$ cat src/rtl/host_frame_link.sv
`default_nettype none
// ============================================================================
// Module   : host_frame_link
// Purpose  : Byte-framed host link. Assembles 5-byte receive frames
//            (control + 32-bit data, MSB first) for a sandbox process and
//            serialises 5-byte transmit frames (status + 32-bit data).
// Revision : 1.0 - initial release
// ============================================================================
module host_frame_link #(
    parameter int TIMEOUT_CYCLES = 100000
) (
    input  logic        masterClock,
    input  logic        reset,
    // receive side
    input  logic        rxValid,
    input  logic [7:0]  rxByte,
    output logic        dataReceived,
    output logic [7:0]  control,
    output logic [31:0] inputData,
    input  logic        clearDR,
    // transmit side
    input  logic        transmitData,
    input  logic [7:0]  status,
    input  logic [31:0] outputData,
    output logic        txValid,
    output logic [7:0]  txByte,
    input  logic        txReady,
    // sticky error flags
    output logic        rxOverrun,
    output logic        rxTimeout
);

    // Gap counter is one bit wider than needed so it can never wrap.
    localparam int              GAP_W    = $clog2(TIMEOUT_CYCLES) + 1;
    localparam logic [GAP_W-1:0] GAP_LAST = GAP_W'(TIMEOUT_CYCLES - 1);
    localparam logic [GAP_W-1:0] GAP_ONE  = GAP_W'(1);

    typedef enum logic [1:0] {
        R_IDLE = 2'd0,
        R_DATA = 2'd1,
        R_PEND = 2'd2,
        R_HOLD = 2'd3
    } rx_state_t;

    typedef enum logic [0:0] {
        T_IDLE = 1'b0,
        T_SEND = 1'b1
    } tx_state_t;

    // ------------------------------------------------------------------------
    // Receive path registers
    // ------------------------------------------------------------------------
    rx_state_t          rx_state_q;
    logic [1:0]         rx_idx_q;
    logic [GAP_W-1:0]   gap_q;
    logic               dataReceived_q;
    logic [7:0]         control_q;
    logic [31:0]        inputData_q;
    logic               rxOverrun_q;
    logic               rxTimeout_q;

    // ------------------------------------------------------------------------
    // Transmit path registers
    // ------------------------------------------------------------------------
    tx_state_t          tx_state_q;
    logic [2:0]         tx_idx_q;
    logic [31:0]        tx_buf_q;      // bytes still to send after txByte_q
    logic               txValid_q;
    logic [7:0]         txByte_q;
    logic               tx_prev_q;     // previous transmitData for edge detect

    logic               tx_edge;
    logic               tx_xfer;

    assign tx_edge = transmitData & ~tx_prev_q;
    assign tx_xfer = txValid_q & txReady;

    // Receive FSM: frame assembly, hand-off to the sandbox, overrun and timeout.
    always_ff @(posedge masterClock) begin
        if (reset) begin
            rx_state_q     <= R_IDLE;
            rx_idx_q       <= 2'd0;
            gap_q          <= '0;
            dataReceived_q <= 1'b0;
            control_q      <= 8'h00;
            inputData_q    <= 32'h0;
            rxOverrun_q    <= 1'b0;
            rxTimeout_q    <= 1'b0;
        end else begin
            case (rx_state_q)
                R_IDLE: begin
                    if (rxValid) begin
                        control_q  <= rxByte;
                        rx_idx_q   <= 2'd0;
                        gap_q      <= '0;
                        rx_state_q <= R_DATA;
                    end
                end
                R_DATA: begin
                    if (rxValid) begin
                        // A byte on the timeout cycle still wins.
                        case (rx_idx_q)
                            2'd0:    inputData_q[31:24] <= rxByte;
                            2'd1:    inputData_q[23:16] <= rxByte;
                            2'd2:    inputData_q[15:8]  <= rxByte;
                            default: inputData_q[7:0]   <= rxByte;
                        endcase
                        gap_q <= '0;
                        if (rx_idx_q == 2'd3) begin
                            rx_idx_q <= 2'd0;
                            if (clearDR) begin
                                // Sandbox still acknowledging the previous frame.
                                rx_state_q <= R_PEND;
                            end else begin
                                rx_state_q     <= R_HOLD;
                                dataReceived_q <= 1'b1;
                            end
                        end else begin
                            rx_idx_q <= rx_idx_q + 2'd1;
                        end
                    end else if (gap_q == GAP_LAST) begin
                        // Abandon the partial frame; held bytes stay visible
                        // but dataReceived never asserts for them.
                        gap_q       <= '0;
                        rx_idx_q    <= 2'd0;
                        rxTimeout_q <= 1'b1;
                        rx_state_q  <= R_IDLE;
                    end else begin
                        gap_q <= gap_q + GAP_ONE;
                    end
                end
                R_PEND: begin
                    if (rxValid) begin
                        rxOverrun_q <= 1'b1;
                    end
                    if (!clearDR) begin
                        rx_state_q     <= R_HOLD;
                        dataReceived_q <= 1'b1;
                    end
                end
                R_HOLD: begin
                    if (rxValid) begin
                        rxOverrun_q <= 1'b1;
                    end
                    if (clearDR) begin
                        rx_state_q     <= R_IDLE;
                        dataReceived_q <= 1'b0;
                    end
                end
                default: begin
                    rx_state_q     <= R_IDLE;
                    dataReceived_q <= 1'b0;
                end
            endcase
        end
    end

    // Transmit FSM: edge-triggered capture of status/data, then a 5-byte
    // valid/ready handshake with txByte held until each transfer.
    always_ff @(posedge masterClock) begin
        if (reset) begin
            tx_state_q <= T_IDLE;
            tx_idx_q   <= 3'd0;
            tx_buf_q   <= 32'h0;
            txValid_q  <= 1'b0;
            txByte_q   <= 8'h00;
            // Treat a level already high at reset release as old news.
            tx_prev_q  <= 1'b1;
        end else begin
            tx_prev_q <= transmitData;
            case (tx_state_q)
                T_IDLE: begin
                    if (tx_edge) begin
                        txByte_q   <= status;
                        tx_buf_q   <= outputData;
                        txValid_q  <= 1'b1;
                        tx_idx_q   <= 3'd0;
                        tx_state_q <= T_SEND;
                    end
                end
                T_SEND: begin
                    // Edges while sending are deliberately ignored.
                    if (tx_xfer) begin
                        if (tx_idx_q == 3'd4) begin
                            txValid_q  <= 1'b0;
                            tx_idx_q   <= 3'd0;
                            tx_state_q <= T_IDLE;
                        end else begin
                            tx_idx_q <= tx_idx_q + 3'd1;
                            txByte_q <= tx_buf_q[31:24];
                            tx_buf_q <= {tx_buf_q[23:0], 8'h00};
                        end
                    end
                end
                default: begin
                    txValid_q  <= 1'b0;
                    tx_state_q <= T_IDLE;
                end
            endcase
        end
    end

    assign dataReceived = dataReceived_q;
    assign control      = control_q;
    assign inputData    = inputData_q;
    assign rxOverrun    = rxOverrun_q;
    assign rxTimeout    = rxTimeout_q;
    assign txValid      = txValid_q;
    assign txByte       = txByte_q;

endmodule
`default_nettype wire

$ cat config.mk
export PLATFORM = sky130hd
export DESIGN_NAME = host_frame_link
export DESIGN_NICKNAME = d
export VERILOG_FILES = /design/src/rtl/host_frame_link.sv
export SDC_FILE = /design/constraint.sdc
export NUM_CORES = 1
export LEC_CHECK = 0
export CAP_MARGIN = 20
export CORE_ASPECT_RATIO = 1.4
export CORE_MARGIN = 5
export CORE_UTILIZATION = 30
export CTS_BUF_LIST = sky130_fd_sc_hd__clkbuf_16
export CTS_CLUSTER_DIAMETER = 80
export DETAILED_ROUTE_END_ITERATION = 12
export SLEW_MARGIN = 0
export SYNTH_ARGS = -nofsm -noshare
export SYNTH_HDL_FRONTEND = slang
export SYNTH_SLANG_ARGS = --single-unit
$ cat constraint.sdc
create_clock -name masterClock -period 1.6 [get_ports masterClock]
set_input_delay 0.16 -clock masterClock [delete_from_list [all_inputs] [get_ports masterClock]]
set_output_delay 0.16 -clock masterClock [all_outputs]
set_load 0.03 [all_outputs]
### Yosys cells after proc, flatten, opt, wreduce, memory -nomap -nowiden

Cells that the tools add are included.

| operators by class | value |
|---|---|
| reductions and logical operators | 20 |
| equal/unequal tests | 19 |
| mux-type cells | 41 |
| bitwise operators | 6 |
| $add $sub $neg | 3 |

Operators by type and width:

| operator | count |
|---|---|
| 32-bit 2-to-1 mux | 3 |
| 32-bit case mux with 2 select lines | 1 |
| 18-bit 2-to-1 mux | 3 |
| 18-bit case mux with 2 select lines | 1 |
| 8-bit 2-to-1 mux | 3 |
| 3-bit AND reduction | 8 |
| 18-bit by 1-bit adder with 18-bit output, second input constant | 1 |
| 18-bit by 17-bit equality test with 1-bit output, second input constant | 1 |
| 2-bit 2-to-1 mux | 9 |
| 8-bit case mux with 2 select lines | 1 |
| 2-bit != test, second input constant | 7 |
| 1-bit 2-to-1 mux | 11 |
| 3-bit 2-to-1 mux | 3 |
| 2-bit equality test, second input constant | 4 |
| 2-bit case mux with 4 select lines | 1 |
| 2-bit AND reduction | 4 |
| 3-bit != test, second input constant | 2 |
| 3-bit case mux with 2 select lines | 1 |
| 5-bit AND reduction | 1 |
| 2-bit by 1-bit equality test with 1-bit output, second input constant | 2 |
| 2-bit logical NOT | 2 |
| 2-bit by 1-bit != test with 1-bit output, second input constant | 2 |
| 1-bit inverter | 4 |
| 1-bit case mux with 2 select lines | 2 |
| other kinds (11) | 12 |

| word-level totals | value |
|---|---|
| word-level logic and storage cells | 106 |
| input port bits | 54 |
| output and inout port bits | 52 |
| register bits after elaboration | 111 |

### Longest topological paths before layout

Gate-level depths: netlist (run 1).

| depth | value |
|---|---|
| word-level depth | 4 |
| mapped depth | 8 |
| gate-level depth less buffers | 6 |

### Worst setup path after synthesis (run 1)

OpenSTA, ideal clock, no wires.

| timing | value |
|---|---|
| path type | register to register |
| start point | reg gap_q[0] |
| end point | reg gap_q[11] |
| library setup time | 0.124 ns |
| clock period less this slack | 1.517 ns |
| path slack | 0.083 ns |
| arrival time | 1.393 ns |
| required time | 1.476 ns |
| stages on the path, launching flop included | 8 |
| path buffers | 1 |
| cell sequence | dfxtp_1 ha_1 and3_1 and3_1 a21oi_2 buf_6 a31oi_1 o31ai_1 |

| on the way | value |
|---|---|
| word-level cells in the longest chain between the ends | 4 |
| elaborated cells on any way between the ends | 5 |
| classes of those cells | add/sub: 1; eq/ne: 1; mux: 3 |

Ends and longest elaborated chain:

| element | line | source |
|---|---|---|
| start: declaration | 55 | `logic [GAP_W-1:0] gap_q;` |
| start signal: assignment | 129 | `gap_q <= gap_q + GAP_ONE;` |
| 18-bit by 1-bit adder with 18-bit output / 18-bit by 17-bit equality test with 1-bit output (equally long branches) | 129, 121 |  |
| 18-bit 2-to-1 mux (*) | 121 | `end else if (gap_q == GAP_LAST) begin` |
| 18-bit 2-to-1 mux (*) | 100 | `if (rxValid) begin` |
| 18-bit case mux with 2 select lines (*) | 90 | `case (rx_state_q)` |

Every way passes the cells marked *; elsewhere a longest branch is shown, timed or not.
A chain may end at the register's enable or synchronous reset.

### Final worst setup path (run 1)

| timing | value |
|---|---|
| start point | reg gap_q[14] |
| end point | reg gap_q[5] |

| on the way | value |
|---|---|
| word-level cells in the longest chain between the ends | 4 |

Ends and longest elaborated chain:

| element | line |
|---|---|
| 18-bit by 17-bit equality test with 1-bit output | 121 |
| 18-bit 2-to-1 mux | 121 |
| 18-bit 2-to-1 mux | 100 |
| 18-bit case mux with 2 select lines | 90 |

Every way passes these cells.

==> results of run 1 <==
-- cells by family after synthesis --
| kind of cell | after synthesis | share of synthesized area [%] |
|---|---|---|
| compound gates | 110 | 14.6 |
| xor+xnor | 5 | 0.905 |
| fa+ha+maj | 8 | 2.07 |
| buf+inv | 43 | 5.25 |
| flops | 111 | 45.9 |
| mux | 40 | 8.27 |
| simple gates | 234 | 23.0 |
-- layer usage --
metal | wire length [um] | part of all wire [%]
met3 | 602 | 4.3
met2 | 7090 | 51
met1 | 5910 | 43
met5 | 0 | 0
met4 | 283 | 2.0
-- through the flow --
step | util, % | hold slack (ns) | std cells | cell area, sq um
5_1_grt | 42.4 | 0.0652 | 884 | 6790
2_1_floorplan | - | 0.267 | 551 | 4840
4_1_cts | 41.3 | 0.0628 | 882 | 6620
6_report | 42.4 | 0.0757 | 884 | 6790
3_5_place_dp | 39.3 | 0.429 | 866 | 6300
3_3_place_gp | 39.3 | 0.427 | 866 | 6300
-- timing repair --
item,CTS,global route
gates resized for setup,10,36
endpoints found under the setup margin,12,85
pin swaps,0,1
endpoints found under the hold margin,0,0
gates cloned,0,2
-- worst min-delay path by stage --
stage	from	to	depth (start not counted)
after detailed placement	reset	dataReceived	2
after floorplan	transmitData	tx_prev_q	1
after CTS	reset	register	2
after global placement	reset	register	2
after global routing	reset	register	2
final	reset	register	2
-- worst max-delay path: cells and delay by family, from the launching register on --
kind | cells | cell delay, ns
AOI/OAI and AO/OA | 3 | 0.39
DFF | 1 | 0.32
buffers and inverters | 1 | 0.16
and+or+nand+nor | 2 | 0.61
-- synth_stat cells (4+ instances only) --
library cell,number
dfxtp_1,111
nand2_1,101
nor2_1,59
a21oi_1,51
mux2i_1,40
a211oi_1,29
nand3_1,19
clkbuf_1,14
and3_1,9
buf_4,9
nand3b_1,9
ha_1,8
a31oi_1,7
buf_6,7
inv_1,7
buf_2,5
nand4_1,5
o21ai_0,5
xor2_1,5
a211oi_2,4
nor3_1,4
or3_1,4
-- final cells by class --
| class | instances | share of cell area [%] |
|---|---|---|
| clock buffer | 9 | 3.32 |
| inverter | 7 | 0.387 |
| sequential | 111 | 32.8 |
| multi-input combinational | 397 | 36.6 |
| tap | 199 | 3.67 |
| clock inverter | 7 | 0.884 |
| timing repair buffer | 154 | 22.3 |
-- power by group through the flow --
stage | Sequential, mW | Combinational (mW) | Clock [mW]
after floorplan | 3.02 | 0.321 | 0
after global placement | 2.96 | 0.700 | 0
after detailed placement | 2.97 | 0.708 | 0
after CTS | 2.90 | 0.715 | 2.18
after global routing | 2.91 | 0.807 | 2.31
final | 2.90 | 0.747 | 2.13
-- flip-flops by register name, indices dropped and copies added, names as in the netlist, named ones only --
register      flops
inputData        32
tx_buf_q         32
gap_q            18
control           8
txByte            8
tx_idx_q          3
rx_idx_q          2
dataReceived      1
rxOverrun         1
rxTimeout         1
rx_state_q        1
txValid           1
tx_prev_q         1
tx_state_q        1
==> flow_metrics.tcl, run 1 <==
set metrics [dict create \
    status "finished, final reports clean" \
    drive_gt1_share_pct 16.6 \
    wire_per_inst_um 15.7 \
    setup_ws_ns 0.0145 \
    num_io_pins 106 \
    fill_cells 1590 \
    timing.rr.start "gap_q[14]" \
    critPathKind "reg -> reg" \
    antenna_found_initial 0 \
    cts_buffer_depth 2 \
    fmax_ghz 0.631 \
    rows 55 \
    met2_usage_pct 24.6 \
    rsz0062_at_grt "true" \
    synth_area_sq_um 4840 \
    n_antenna_cell 0 \
    synthFlopType "dfxtp_1" \
    syn_nets 613 \
    regArea_sq_um 2230 \
    dp_slack_ns -0.239 \
    avgViaCountPerCell 4.90 \
    cp-endpoint "gap_q[5]" \
    vdd_drop_max_mv 0.442 \
    p_per_area_nw_per_um2 850 \
    drt_first_pass_iters 4 \
    place_congestion 0.846 \
    finalHoldViolCount 0 \
    layout_common_cells "105 x dfxtp_1, 96 x nand2_1, 96 x clkdlybuf4s50_1, 57 x nor2_1, 51 x a21oi_1" \
    p_total_mw 5.77 \
    grtUsageMet3_pct 3.47 \
    multi_input_area_sq_um 2480 \
    syn_area_per_cell_sq_um 8.78 \
    yosys.area.top_type_share_pct 45.9 \
    max_slew_margin_pct 58.6 \
    maxCapViolations 0 \
    clkLatencyLatePin_ns 0.34 \
    cts_hold_buf 0 \
    slowest_stage "nor4_2" \
    finalClockSkew_ns 0.00900 \
    hpwl_um 10100 \
    syn_inst 551 \
    grt_usage_pct 14.1 \
    vias 4332 \
    endpoint_kind "register" \
    drtIter0Drc 285 \
    synth_edf_count 0 \
    final_common_cell "dfxtp_1" \
    combPwrFrac_pct 12.9 \
    postCtsSetupBuffers 0 \
    crit_path_start_kind "register" \
    async_flop_share_pct 0 \
    cp_cell_sequence "nor4_2 > and3_4 > a21oi_2 > buf_4 > a21o_1 > a22o_1" \
    p_clk_share_pct 36.8 \
    setup-tns-final_ns 0 \
    dieHeight_um 160 \
    crit_start "gap_q[14]" \
    grt.met1_usage_pct 16.3 \
    arrival_ns 1.82 \
    initial_core_util_pct 30.2 \
    cts_root_buffer "clkbuf_16" \
    nNetsFinal 742 \
    tightest_slew_ns 0.620 \
    ys_seq_area_share_pct 45.9 \
    core_sq_um 16000 \
    synth_area_leaders "dfxtp_1 46%, mux2i_1 8.3%, nand2_1 7.8%, a21oi_1 5.3%, nor2_1 4.6%" \
    internal_power_mw 4.29 \
    cp_max_fo 4 \
    seqPwrFrac_pct 50.3 \
    area_delta_synth_final_pct 40.3 \
    grt.busiest_layer "met2" \
    fin_crit_ns 1.59 \
    finalSetupViolCount 0 \
    cts.reportedPaths.clkPinSlew_ns 0.07 \
    drcViolationCount 0 \
    io_buffers 105 \
    numCtsBuffers 9 \
    reg2reg_to "gap_q[5]" \
    cts_tree "yes" \
    worstHoldPathType "in -> reg" \
    grt_max_degree 54 \
    clkSinkCount 111 \
    drv_slew 0 \
    switching_share_pct 25.7 \
    critPathRequiredTime_ns 1.83 \
    grt-ovfl-total 0 \
    drt_wl_total_um 13900 \
    final_antenna_net_count 0 \
    h-tree-depth 3 \
    ys_warn_count 0 \
    grt_pass1_vias 4384 \
    cp_slowest_stage_delay_ns 0.35 \
    leakagePower_nw 2.47 \
    yosys.area.top_type "dfxtp_1" \
    grt_pass1_wl_um 22000 \
    r2r_setup_slack_ns 0.01 \
    ys_ff_latch 111 \
    ys_types 51 \
    die_w_um 117 \
    fin_crit_sh_pct 99.1 \
    worstRegToRegCells 6 \
    p_switching_mw 1.48 \
    fp.dieArea_sq_um 18800 \
]
Power figures use the tool's default switching activity.
==> inputs of run 2 (changes only) <==
--- a/config.mk
+++ b/config.mk
@@ -11,8 +11,9 @@
 export CORE_UTILIZATION = 30
 export CTS_BUF_LIST = sky130_fd_sc_hd__clkbuf_16
 export CTS_CLUSTER_DIAMETER = 80
+export CTS_CLUSTER_SIZE = 28
 export DETAILED_ROUTE_END_ITERATION = 12
-export SLEW_MARGIN = 0
+export SLEW_MARGIN = 20
 export SYNTH_ARGS = -nofsm -noshare
 export SYNTH_HDL_FRONTEND = slang
 export SYNTH_SLANG_ARGS = --single-unit
==> results of run 2 <==
No change in the layout: final DEF, timing and power equal those of run 1.
==> RTL change, RTL diff (settings of run 1) <==
`TIMEOUT_CYCLES`: 100000 -> 25000.
--- a/src/rtl/host_frame_link.sv
+++ b/src/rtl/host_frame_link.sv
@@ -9,3 +9,3 @@
 module host_frame_link #(
-    parameter int TIMEOUT_CYCLES = 100000
+    parameter int TIMEOUT_CYCLES = 25000
 ) (
Formal check against the unedited RTL: same outputs for any inputs over 4 cycles, from zero or initial values and one cycle with reset high; that may be too few to reach the edited logic, so the function may still have changed.
==> RTL change against run 1 <==
The flow now finishes with violations (negative setup slack); cell count down 4.8%; sequential share of layout area up 0.85 points; global-route usage decreased by 0.16 points; total power increased by 1.0%; critical endpoint is now gap_q[14]; highest routed layer unchanged; area after synthesis shrank 6.0%; cell area down 4.1%; clock power is 8% higher; first-iteration DRC count shrank 9.8%; die area fell by 5.6%; setup slack worse by 0.19 ns; sequential cell count shrank 2; non-clock buffer count decreased by 3; wire length decreased by 9.6%.
==> RTL change: results <==
metrics = {
    "synthesis": {
        "synth.net_count": 583,
        "synth_area_leaders": "dfxtp_1, mux2i_1, nand2_1, a21oi_1, a211oi_1",
        "synth_commonest_cells": "dfxtp_1, nand2_1, nor2_1",
        "ys_seq_area_frac": 0.4796,
        "synth_seq_cells": 109,
        "yosysUniqueCellTypes": 47,
    },
    "clock_tree": {
        "clock_latency_ns": 0.36,
        "clkTransAtPathRegs_ns": 0.08,
        "ctsResizeCount": 14,
        "postCtsSetupBuffers": 1,
    },
    "grt": {
        "grt_max_degree": 53,
        "globalRouteTotalUtil": 0.1390,
        "grt_pass1_wl_um": 19900,
    },
    "timing": {
        "setup_viol": 19,
        "setup_slack_ns": -0.1720,
        "max_slew_margin": 0.7296,
        "skew_ns": 0.009853,
    },
    "power_and_ir_drop": {
        "leakage_uw": 0.002535,
        "p_sw_uw": 1561,
        "vdd_drop_max_mv": 0.4093,
    },
    "layout": {
        "nNonClkInverters": 7,
        "drive_gt1_frac": 0.1446,
        "final_nets": 707,
        "clkCellAreaFrac": 0.04745,
        "buffer_area_frac": 0.2265,
        "nMultiInputCombCells": 367,
        "fillers": 1503,
        "multi_input_area_share": 0.3483,
        "n_all_buffers": 151,
    },
    "drt": {
        "drt_iter0_drc": 257,
        "drt-met1-wl_um": 5204,
        "met2WireLength_um": 6406,
    },
    "setup_path": {
        "critPathMaxFanout": 6,
        "cpLargestDelayFamily": "compound AO/OA/AOI/OAI gates",
        "cp_slowest_stage_delay_ns": 0.54,
        "critPathArrivalTime_ns": 2.00,
        "cp_slowest_cell": "or4b_4",
    },
    "place": {
        "place_hpwl_um": 9153,
    },
    "outcome": {
        "violations": "negative setup slack",
        "status": "finished with violations",
    },
}
-- RTL change: cell types whose count changed after synthesis, sizes merged, moves of 3 or more --
cell and change:
nand4 +3, xnor2 +7, xor2 -4, or4 +3
and3 -9, nand2 -9, clkbuf +10, buf -8
nand3 -17
-- RTL change: routing by layer --
layer / global-route usage / vias to the layer above
met4: 0.06735 / 0
li1: - / 2062
met1: 0.1621 / 1896
met5: 0 / -
met2: 0.2418 / 115
met3: 0.02755 / 22
-- RTL change: cell families (layout without fill, tap and decap cells) --
family	after synthesis	in the layout	synth area share
AND/OR/NAND/NOR	202	202	0.2041
adder cells (fa/ha/maj)	8	8	0.02200
multiplexers	41	41	0.09021
flip-flops	109	109	0.4796
buffers and inverters	45	174	0.04070
XOR/XNOR	8	8	0.01540
AO/OA/AOI/OAI	108	108	0.1480
-- RTL change: stage by stage --
step                cell area [um^2]  worst slack (ns)  hold WS [ns]  cells
detailed placement              6102           -0.2940        0.4448    824
CTS                             6450           -0.1908        0.1826    842
global route                    6513           -0.2233        0.2075    842
floorplan                       4612          -0.08885        0.2666    521
global placement                6102           -0.2730        0.4381    824
finish                          6513           -0.1720        0.1935    842
-- RTL change: final timing paths --
kind | to | slack, ns | from | depth (start not counted)
max | gap_q[14] | -0.17 | gap_q[4] | 5
min | tx_idx_q[1] | 0.19 | reset | 2
max reg2reg | gap_q[14] | -0.17 | gap_q[4] | 5
min reg2reg | tx_buf_q[2] | 0.45 | tx_buf_q[2] | 2
-- RTL change: power by group through the flow --
| stage | Clock (uW) | Combinational (uW) | Sequential, uW |
|---|---|---|---|
| final | 2300 | 693 | 2840 |
| after global placement | 0 | 678 | 2910 |
| after CTS | 2370 | 700 | 2850 |
| after detailed placement | 0 | 685 | 2910 |
| after global routing | 2510 | 748 | 2860 |
| after floorplan | 0 | 298 | 2970 |
